[src/rtl/munoc_evmon_pkg.sv]
// -----------------------------------------------------------------------------
// munoc_evmon_pkg
// Shared definitions for the windowed event monitor: the controller state
// encoding, default parameter values and the saturating-increment helper
// used by every channel counter.
// -----------------------------------------------------------------------------
package munoc_evmon_pkg;

  typedef enum logic {
    ST_IDLE  = 1'b0,
    ST_COUNT = 1'b1
  } evmon_state_e;

  localparam int unsigned DEF_NUM_CH = 4;
  localparam int unsigned DEF_CNT_W  = 16;
  localparam int unsigned DEF_WINDOW = 500;

  // Counters up to 32 bits wide go through this helper; narrower callers
  // zero-extend on the way in and truncate on the way out.
  localparam int unsigned SAT_MAX_W = 32;

  function automatic logic [SAT_MAX_W-1:0] sat_inc(
    input logic [SAT_MAX_W-1:0] v,
    input logic [SAT_MAX_W-1:0] max_v
  );
    return (v >= max_v) ? v : v + 32'd1;
  endfunction

endpackage

[src/rtl/munoc_evmon_channel.sv]
// -----------------------------------------------------------------------------
// munoc_evmon_channel
// One channel of the event window monitor: saturating hit and miss counters.
// The snapshot outputs present the count including the current cycle's event,
// so the top can capture them on the window's last cycle while the counters
// reload to zero.
// Optional MUNOC_EVMON_PEAK_EN: per-channel peak of loaded hit snapshots.
//
// Ports:
//   clk, rstnn     clock, asynchronous active-low reset
//   i_clear        synchronous clear of all state
//   i_advance      enabled cycle: events are counted
//   i_snap         window end: counters reload to zero
//   i_ev_valid     event qualifier
//   i_ev_hit       event class (1 = hit, 0 = miss)
//   o_snap_hit     hit count including this cycle's event
//   o_snap_miss    miss count including this cycle's event
//   i_load         (peak build) snapshot is loaded into the report register
//   o_peak_hit     (peak build) running maximum of loaded hit counts
// -----------------------------------------------------------------------------
module munoc_evmon_channel
  import munoc_evmon_pkg::*;
#(
  parameter int unsigned CNT_W = DEF_CNT_W
) (
  input  logic             clk,
  input  logic             rstnn,
  input  logic             i_clear,
  input  logic             i_advance,
  input  logic             i_snap,
  input  logic             i_ev_valid,
  input  logic             i_ev_hit,
  output logic [CNT_W-1:0] o_snap_hit,
  output logic [CNT_W-1:0] o_snap_miss
`ifdef MUNOC_EVMON_PEAK_EN
  ,
  input  logic             i_load,
  output logic [CNT_W-1:0] o_peak_hit
`endif
);

  localparam logic [CNT_W-1:0] CNT_MAX = '1;

  logic [CNT_W-1:0] r_hit;
  logic [CNT_W-1:0] r_miss;
  logic             w_hit_inc;
  logic             w_miss_inc;
  logic [CNT_W-1:0] w_hit_nxt;
  logic [CNT_W-1:0] w_miss_nxt;

  always_comb begin
    w_hit_inc  = i_advance & i_ev_valid & i_ev_hit;
    w_miss_inc = i_advance & i_ev_valid & ~i_ev_hit;
    w_hit_nxt  = r_hit;
    w_miss_nxt = r_miss;
    if (w_hit_inc)
      w_hit_nxt = CNT_W'(sat_inc(SAT_MAX_W'(r_hit), SAT_MAX_W'(CNT_MAX)));
    if (w_miss_inc)
      w_miss_nxt = CNT_W'(sat_inc(SAT_MAX_W'(r_miss), SAT_MAX_W'(CNT_MAX)));
  end

  assign o_snap_hit  = w_hit_nxt;
  assign o_snap_miss = w_miss_nxt;

  always_ff @(posedge clk or negedge rstnn) begin
    if (!rstnn) begin
      r_hit  <= '0;
      r_miss <= '0;
    end else if (i_clear || i_snap) begin
      r_hit  <= '0;
      r_miss <= '0;
    end else begin
      r_hit  <= w_hit_nxt;
      r_miss <= w_miss_nxt;
    end
  end

`ifdef MUNOC_EVMON_PEAK_EN
  logic [CNT_W-1:0] r_peak;

  always_ff @(posedge clk or negedge rstnn) begin
    if (!rstnn) begin
      r_peak <= '0;
    end else if (i_clear) begin
      r_peak <= '0;
    end else if (i_load && (w_hit_nxt > r_peak)) begin
      r_peak <= w_hit_nxt;
    end
  end

  assign o_peak_hit = r_peak;
`endif

endmodule

[src/rtl/munoc_event_window_monitor.sv]
// -----------------------------------------------------------------------------
// munoc_event_window_monitor
// Multi-channel windowed hit/miss monitor. Counts qualified events per channel
// over WINDOW enabled cycles, snapshots the counts into a report register
// offered with valid/ready, and restarts. A snapshot arriving while an
// unaccepted report is pending is discarded and flagged in sticky
// report_drop.
// Optional feature macro: MUNOC_EVMON_PEAK_EN adds report_peak_hit.
//
// Ports:
//   clk, rstnn       clock, asynchronous active-low reset
//   clear            synchronous clear of all state
//   enable           window and counters advance only when high
//   event_valid      per-channel event qualifier            [NUM_CH]
//   event_hit        per-channel class, 1 = hit, 0 = miss    [NUM_CH]
//   report_valid     snapshot available
//   report_ready     consumer accepts snapshot
//   report_hit       hit counts, channel i at [i*CNT_W +: CNT_W]
//   report_miss      miss counts, same packing
//   report_drop      sticky: a snapshot was discarded
//   report_peak_hit  (MUNOC_EVMON_PEAK_EN) per-channel maximum report_hit
// -----------------------------------------------------------------------------
module munoc_event_window_monitor
  import munoc_evmon_pkg::*;
#(
  parameter int unsigned NUM_CH = DEF_NUM_CH,
  parameter int unsigned CNT_W  = DEF_CNT_W,
  parameter int unsigned WINDOW = DEF_WINDOW
) (
  input  logic                    clk,
  input  logic                    rstnn,
  input  logic                    clear,
  input  logic                    enable,
  input  logic [NUM_CH-1:0]       event_valid,
  input  logic [NUM_CH-1:0]       event_hit,
  output logic                    report_valid,
  input  logic                    report_ready,
  output logic [NUM_CH*CNT_W-1:0] report_hit,
  output logic [NUM_CH*CNT_W-1:0] report_miss,
  output logic                    report_drop
`ifdef MUNOC_EVMON_PEAK_EN
  ,
  output logic [NUM_CH*CNT_W-1:0] report_peak_hit
`endif
);

  localparam int unsigned      WIN_W    = $clog2(WINDOW);
  localparam logic [WIN_W-1:0] WIN_LAST = WIN_W'(WINDOW - 1);

  evmon_state_e r_state;
  evmon_state_e w_state_nxt;
  logic         w_advance;

  logic [WIN_W-1:0]        r_win;
  logic                    w_snap;
  logic                    w_load;
  logic                    w_drop;
  logic                    r_rv;
  logic                    r_drop;
  logic [NUM_CH*CNT_W-1:0] r_rep_hit;
  logic [NUM_CH*CNT_W-1:0] r_rep_miss;
  logic [NUM_CH*CNT_W-1:0] w_snap_hit;
  logic [NUM_CH*CNT_W-1:0] w_snap_miss;

  // ---------------------------------------------------------------------------
  // Controller. The cycle on which enable is high already counts, so leaving
  // IDLE costs no window cycle and a resumed window continues seamlessly.
  // ---------------------------------------------------------------------------
  always_ff @(posedge clk or negedge rstnn) begin
    if (!rstnn)     r_state <= ST_IDLE;
    else if (clear) r_state <= ST_IDLE;
    else            r_state <= w_state_nxt;
  end

  always_comb begin
    w_state_nxt = r_state;
    w_advance   = 1'b0;
    case (r_state)
      ST_IDLE: begin
        if (enable) begin
          w_state_nxt = ST_COUNT;
          w_advance   = 1'b1;
        end
      end
      ST_COUNT: begin
        if (!enable) w_state_nxt = ST_IDLE;
        else         w_advance   = 1'b1;
      end
      default: w_state_nxt = ST_IDLE;
    endcase
    if (clear) w_advance = 1'b0;
  end

  // ---------------------------------------------------------------------------
  // Window counter and report handshake
  // ---------------------------------------------------------------------------
  assign w_snap = w_advance && (r_win == WIN_LAST);
  assign w_load = w_snap && (!r_rv || report_ready);
  assign w_drop = w_snap && r_rv && !report_ready;

  always_ff @(posedge clk or negedge rstnn) begin
    if (!rstnn) begin
      r_win <= '0;
    end else if (clear || w_snap) begin
      r_win <= '0;
    end else if (w_advance) begin
      r_win <= r_win + WIN_W'(1);
    end
  end

  always_ff @(posedge clk or negedge rstnn) begin
    if (!rstnn) begin
      r_rv       <= 1'b0;
      r_drop     <= 1'b0;
      r_rep_hit  <= '0;
      r_rep_miss <= '0;
    end else if (clear) begin
      r_rv       <= 1'b0;
      r_drop     <= 1'b0;
      r_rep_hit  <= '0;
      r_rep_miss <= '0;
    end else begin
      if (w_load) begin
        r_rv       <= 1'b1;
        r_rep_hit  <= w_snap_hit;
        r_rep_miss <= w_snap_miss;
      end else if (report_ready) begin
        r_rv <= 1'b0;
      end
      if (w_drop) r_drop <= 1'b1;
    end
  end

  assign report_valid = r_rv;
  assign report_hit   = r_rep_hit;
  assign report_miss  = r_rep_miss;
  assign report_drop  = r_drop;

  // ---------------------------------------------------------------------------
  // Channels
  // ---------------------------------------------------------------------------
  for (genvar g = 0; g < NUM_CH; g++) begin : g_ch
    munoc_evmon_channel #(
      .CNT_W (CNT_W)
    ) u_ch (
      .clk         (clk),
      .rstnn       (rstnn),
      .i_clear     (clear),
      .i_advance   (w_advance),
      .i_snap      (w_snap),
      .i_ev_valid  (event_valid[g]),
      .i_ev_hit    (event_hit[g]),
      .o_snap_hit  (w_snap_hit[g*CNT_W +: CNT_W]),
      .o_snap_miss (w_snap_miss[g*CNT_W +: CNT_W])
`ifdef MUNOC_EVMON_PEAK_EN
      ,
      .i_load      (w_load),
      .o_peak_hit  (report_peak_hit[g*CNT_W +: CNT_W])
`endif
    );
  end

endmodule

[config.mk]
export PLATFORM = sky130hd
export DESIGN_NAME = munoc_event_window_monitor
export DESIGN_NICKNAME = d
export VERILOG_FILES = /design/src/rtl/munoc_evmon_pkg.sv /design/src/rtl/munoc_evmon_channel.sv /design/src/rtl/munoc_event_window_monitor.sv
export SDC_FILE = /design/constraint.sdc
export NUM_CORES = 1
export LEC_CHECK = 0
export CAP_MARGIN = 20
export CORE_MARGIN = 8
export CORE_UTILIZATION = 50
export DETAILED_ROUTE_END_ITERATION = 10
export GPL_ROUTABILITY_DRIVEN = 1
export GPL_TIMING_DRIVEN = 0
export PLACE_DENSITY = 0.72
export SYNTH_ARGS = -nofsm -noshare
export SYNTH_HDL_FRONTEND = slang
export SYNTH_SLANG_ARGS = --single-unit
[constraint.sdc]
create_clock -name clk -period 4.8 [get_ports clk]
set_input_delay 0.72 -clock clk [delete_from_list [all_inputs] [get_ports clk]]
set_output_delay 0.72 -clock clk [all_outputs]
set_load 0.01 [all_outputs]
==> results of run 1 <==
-- sequential cells by signal (all words and copies together) (netlist names) --
| name | cells |
|---|---|
| report_hit | 64 |
| report_drop | 1 |
| g_ch.u_ch.r_hit | 64 |
| g_ch.u_ch.r_miss | 64 |
| report_miss | 64 |
| report_valid | 1 |
| r_win | 9 |
-- power groups by stage --
stage	clock [mW]	sequential (mW)	combinational (mW)
floorplan	0	2.30	0.0532
global placement	0	2.30	0.138
detailed placement	0	2.30	0.146
CTS	2.41	2.26	0.147
global route	2.50	2.26	0.162
finish	2.37	2.26	0.143
-- final cells by class --
cell class	instances	area [um2]
clock inverter	16	238
fill	2054	9000
multi-input combinational	916	5400
inverter	15	56.3
timing repair buffer	144	1480
tap	324	405
clock buffer	36	782
buffer	71	278
sequential	267	6680
-- metal layers --
metal	vias to the layer above	global-route usage [%]	wire length (um)
li1	4913	-	-
met1	5084	29.2	14800
met2	281	34.5	15000
met3	42	4.20	1990
met4	0	5.14	585
met5	-	0	0
-- through the flow --
step / area, um2 / setup WS, ns
2_1_floorplan: 12400 / 2.52
3_3_place_gp: 14200 / -8.32
3_5_place_dp: 14300 / 0.983
4_1_cts: 15300 / 1.51
5_1_grt: 15300 / 1.30
6_report: 15300 / 1.52
-- kinds of logic (layout without fill, tap and decap cells) --
kind of cell	Yosys count	after routing
simple gates	583	583
flops	267	267
compound gates	216	216
buf+inv	86	282
xor+xnor	75	75
mux	33	33
fa+ha+maj	9	9
-- how the worst max path moves through the flow --
stage                 start  cells after the start  slack (ns)                     end
2_1_floorplan  event_hit[2]                      6        2.52         report_miss[45]
3_3_place_gp          rstnn                      1       -8.32  g_ch[2].u_ch.r_miss[6]
3_5_place_dp          clear                      8        0.98          report_miss[5]
4_1_cts               clear                      8        1.51          report_miss[5]
5_1_grt               clear                      8        1.30          report_miss[8]
6_report              clear                      8        1.52          report_miss[5]
-- layout by cell type, fill, tap and decap left out, types with 9 or more instances in the layout --
master and count:
dfrtp_1 267, nand3_1 179, nor2_1 152, clkdlybuf4s50_1 141, o21ai_0 84, nand2_1 66, o21ai_1 64, clkbuf_1 49
xnor2_1 43, nand4_1 37, mux2i_1 32, xor2_1 32, clkbuf_16 29, nor3_1 28, buf_1 17, and3_1 16
inv_1 15, nor4_1 15, and4_1 12, o211ai_1 12, nand2b_1 11, a21oi_1 11, buf_2 9, a211oi_1 9
ha_1 9
==> summary.md, run 1 <==
| Metric | Value |
|---|---|
| Dpl hpwl | `23300 um` |
| Tot Pwr | `4.78 mW` |
| Comb power frac | `3.0%` |
| Post-synthesis compound-gate area fraction | `10.1%` |
| Outcome | `finished clean` |
| Worst path cell trace | `clkdlybuf4s50_1 > clkbuf_1 > and3b_1 > nand4_1 > clkbuf_1 > clkbuf_1 > nand3_1 > o21ai_0` |
| Capturing point of the worst reg2reg path | `g_ch[0].u_ch.r_hit[15]` |
| Total of cells resized after clock tree synthesis | `0` |
| Post-Synth Adder-Cell Area | `0.907%` |
| Worst setup SP type | `input pin` |
| Buf+Inv Stages, Crit Path | `4` |
| Max Cap Viol | `0` |
| Switching power | `1.02 mW` |
| Top-area cell type share of the netlist area | `53.8%` |
| Number of global-route vias before repair | `10245` |
| Clock Power Share | `49.7%` |
| Drt initial violations | `748` |
| CP top delay family | `buffers and inverters` |
| Grt total ovfl | `0` |
| Clock Latency Late Sink | `0.54 ns` |
| Critical Path RT | `5.25 ns` |
| Initial antenna violation count | `0` |
| Total CTS buffers | `28` |
| Final #Nets | `1465` |
| Clk root buf | `clkbuf_16` |
| R2r startpoint | `r_win[0]` |
| Worst-path fanout max | `10` |
| Setup violation total in the final timing report | `0` |
| Flop2flop setup slack | `2.30 ns` |
| Worst hold slack | `0.174 ns` |
| Synth async-reset ratio | `100%` |
| Cells after DPL | `1737` |
| # IOs | `143` |
| Max frequency | `0.305 GHz` |
| Share of cells above drive strength 1 | `5.73%` |
| Post-Synthesis Cells | `1269` |
| Sequential share of the synthesized area | `53.8%` |
| Count of cell types in the netlist | `67` |
| Post-CTS Setup Bufs | `0` |
| GRT Total Usage | `21.3%` |
| Drt total wl | `32400 um` |
| Least-Margin Pin Slew | `0.945 ns` |
| Syn. warnings | `0` |
| Drt via density | `5.77` |
| Die height | `174 um` |
| Post-detailed-route count of antenna-violating nets | `0` |
| Slowest stage delay, CP | `0.71 ns` |
| Synth cell count leaders | `dfrtp_1, nand3_1, nor2_1, o21ai_0, nand2_1` |
| Initial core utilization | `51.0%` |
| Main combinational cell family by area after synthesis | `simple AND/OR/NAND/NOR gates` |
| Final core utilization | `63.0%` |
| VDD IR max | `0.000196 V` |
| Worst setup EP type | `register` |
| Post-Syn Nets | `1291` |
| Synth area leaders | `dfrtp_1, nand3_1, nor2_1` |
| Fin. max-slew vios | `0` |
| P per Cell Area | `312 nW/um2` |
| Mux share of post-synthesis cell area | `2.67%` |
| Placer Congestion | `0.913` |
| Post-synth EDFFs | `0` |
| XOR/XNOR share of the synthesized area | `5.29%` |
| CP Class | `input pin to register` |
| Inserted Diodes | `0` |
| Final Cycle Share | `68.3%` |
| Avg Cell Area, Syn | `9.78 um2` |
| Post-synthesis sequential element count | `267` |
| CP max stage cell | `clkbuf_1` |
| Most frequent CP cell | `clkbuf_1` |
| Largest net degree at the start of global routing | `110` |
| RSZ-0062 raised after global routing | `no` |
| Post-CTS Hold Buffers | `0` |
| TNS Setup | `0 ns` |
| Die Width | `174 um` |
| Worst Skew | `0.00865 ns` |
| DRC | `0` |
| Int Power | `3.76 mW` |
| Post-Synthesis Cell Area | `12400 um2` |
| CTS HTree Levels | `1` |
| Reg2Reg Depth | `7` |
| Global-route wire length before repair | `53900 um` |
| HP Class | `input pin to async pin` |
| Rows | `57` |
| Seq pwr share | `47.3%` |
| Post-synthesis simple-gate area fraction | `24.5%` |
| Drt first pass iters | `5` |
| WL/cell | `18.1 um` |
| Static Leak | `6.19 nW` |
| Largest area contributor in the netlist | `dfrtp_1` |
| Slew HR | `37.0%` |
| DIE AREA | `30100 um2` |
| Sw Share | `21.3%` |
| Worst path arrival time | `3.73 ns` |
| Top FF cell, synth | `dfrtp_1` |
| CTS Buffer Depth | `3` |
| Routed vias | `10320` |
| Count leader, synth | `dfrtp_1` |
| Core area | `24300 um2` |
| Final min period | `3.28 ns` |
| Sink Count | `267` |
| CTS tree | `done` |
| Final std cells w/o fill | `1789` |
| Input/output buffers | `142` |
| Hold Violations, Final | `0` |
| Reg clk slew, reported paths | `0.06 ns` |
| Area growth syn-to-layout | `23.4%` |
No activity file was read; power rests on OpenSTA's default activity.
==> inputs of run 2 (changes only) <==
==> constraint.sdc (replaced) <==
create_clock -name clk -period 3.3 [get_ports clk]
set_input_delay 0.495 -clock clk [delete_from_list [all_inputs] [get_ports clk]]
set_output_delay 0.495 -clock clk [all_outputs]
set_load 0.01 [all_outputs]
==> run 2 against run 1 <==
Net effect: first-iteration DRC count decreased by 2.7%; utilization about the same; clock power increased by 46%; worst hold slack improved by 0.33 ns; sequential cell count unchanged; via count increased by 0.15%; sequential share of layout area about the same; worst setup slack got worse by 1.3 ns; register-to-register slack got worse by 1.5 ns; wire length decreased by 0.17%.
==> summary.md, run 2 (same netlist as run 1, synthesis figures left out) <==
| Metric | Value |
|---|---|
| Input/output buffers | `142` |
| DIE AREA | `30100 um2` |
| Worst path arrival time | `3.51 ns` |
| Final min period | `3.06 ns` |
| Placer Congestion | `0.913` |
| Grt total ovfl | `0` |
| Number of global-route vias before repair | `10245` |
| Global-route wire length before repair | `53900 um` |
| Reg2Reg Depth | `7` |
| DRC | `0` |
| Final std cells w/o fill | `1790` |
| Fin. max-slew vios | `0` |
| Slowest stage delay, CP | `0.71 ns` |
| Drt initial violations | `728` |
| CTS Buffer Depth | `3` |
| Routed vias | `10335` |
| Flop2flop setup slack | `0.81 ns` |
| Worst Skew | `0.00939 ns` |
| Die height | `174 um` |
| # IOs | `143` |
| P per Cell Area | `453 nW/um2` |
| Post-CTS Setup Bufs | `0` |
| Die Width | `174 um` |
| CTS tree | `done` |
| Initial core utilization | `51.0%` |
| Most frequent CP cell | `clkbuf_1` |
| Critical Path RT | `3.75 ns` |
| Cells after DPL | `1737` |
| Hold Path End | `report_hit[24]` |
| Rows | `57` |
| Max frequency | `0.327 GHz` |
| Clk root buf | `clkbuf_16` |
| Capturing point of the worst reg2reg path | `g_ch[0].u_ch.r_hit[0]` |
| CP Class | `input pin to register` |
| Setup violation total in the final timing report | `0` |
| Outcome | `finished clean` |
| Worst hold slack | `0.506 ns` |
| Reg clk slew, reported paths | `0.06 ns` |
| Max Cap Viol | `0` |
| CTS HTree Levels | `1` |
| RSZ-0062 raised after global routing | `no` |
| Commonest non-fill, non-tap cell in the layout | `dfrtp_1` |
| Initial antenna violation count | `0` |
| Final #Nets | `1466` |
| Static Leak | `6.19 nW` |
| Post-detailed-route count of antenna-violating nets | `0` |
| Drt total wl | `32300 um` |
| Worst-path fanout max | `10` |
| VDD IR max | `0.000285 V` |
| HP Class | `register to register` |
| Clock Latency Late Sink | `0.54 ns` |
| CP max stage cell | `clkbuf_1` |
| GRT Total Usage | `21.3%` |
| Total of cells resized after clock tree synthesis | `0` |
| Least-Margin Pin Slew | `0.949 ns` |
| Drt via density | `5.77` |
| WL/cell | `18.1 um` |
| Final Cycle Share | `92.8%` |
| Hold Violations, Final | `0` |
| Worst path cell trace | `clkdlybuf4s50_1 > clkbuf_1 > and3b_1 > nand4_1 > clkbuf_1 > clkbuf_1 > nand3_1 > o21ai_0` |
| Core area | `24300 um2` |
| Post-CTS Hold Buffers | `1` |
| Inserted Diodes | `0` |
| Worst setup SP type | `input pin` |
| Drt first pass iters | `4` |
| Largest net degree at the start of global routing | `110` |
| Dpl hpwl | `23300 um` |
| R2r startpoint | `r_win[0]` |
| Total CTS buffers | `28` |
| Hold path depth | `2` |
| Slew HR | `36.7%` |
| Most frequent cells in the layout | `dfrtp_1, nand3_1, nor2_1` |
| Share of cells above drive strength 1 | `5.73%` |
| Area growth syn-to-layout | `23.5%` |
| Sink Count | `267` |
| Worst setup EP type | `register` |
| Hold Path Origin | `report_hit[24]` |
## run 2: worst max path at each step
stage	start	endpoint	slack [ns]
floorplan	event_hit[2]	report_miss[45]	1.24
detailed placement	clear	report_miss[5]	-0.29
CTS	clear	report_miss[5]	0.23
global route	clear	report_miss[8]	0.03
global placement	rstnn	g_ch[2].u_ch.r_miss[6]	-9.59
finish	clear	report_miss[5]	0.24
## run 2: layer usage
metal,global-route usage [%],vias to the layer above,wire [um]
met1,29.2,5091,14800
met3,4.20,44,1920
li1,-,4917,-
met4,5.14,0,596
met2,34.5,283,15100
met5,0,-,0
## run 2: cell type report
| class | count | area [um2] |
|---|---|---|
| tap | 324 | 405 |
| timing repair buffer | 145 | 1490 |
| multi-input combinational | 916 | 5400 |
| fill | 2055 | 8990 |
| clock inverter | 16 | 238 |
| buffer | 71 | 278 |
| sequential | 267 | 6680 |
| inverter | 15 | 56.3 |
| clock buffer | 36 | 782 |
## run 2: critical path: cells and delay by family
kind	cells	cell delay [ns]
simple gates	3	0.56
buf+inv	4	2.35
compound gates	1	0.10
## run 2: power breakdown
part / internal [mW] / switching, mW
clock network: 2.14 / 1.31
registers: 3.28 / 0.00771
logic: 0.0481 / 0.161
## run 2: stage by stage
step	worst slack, ns	total power, mW	TNS, ns	util [%]	instance area, um2
global placement	-9.59	3.55	-2571.61	58.5	14200
finish	0.238	6.95	0	63.0	15300
detailed placement	-0.292	3.56	-19.31	58.8	14300
CTS	0.233	7.01	0	63.0	15300
global route	0.0252	7.16	0	63.0	15300
floorplan	1.24	3.42	0	-	12400
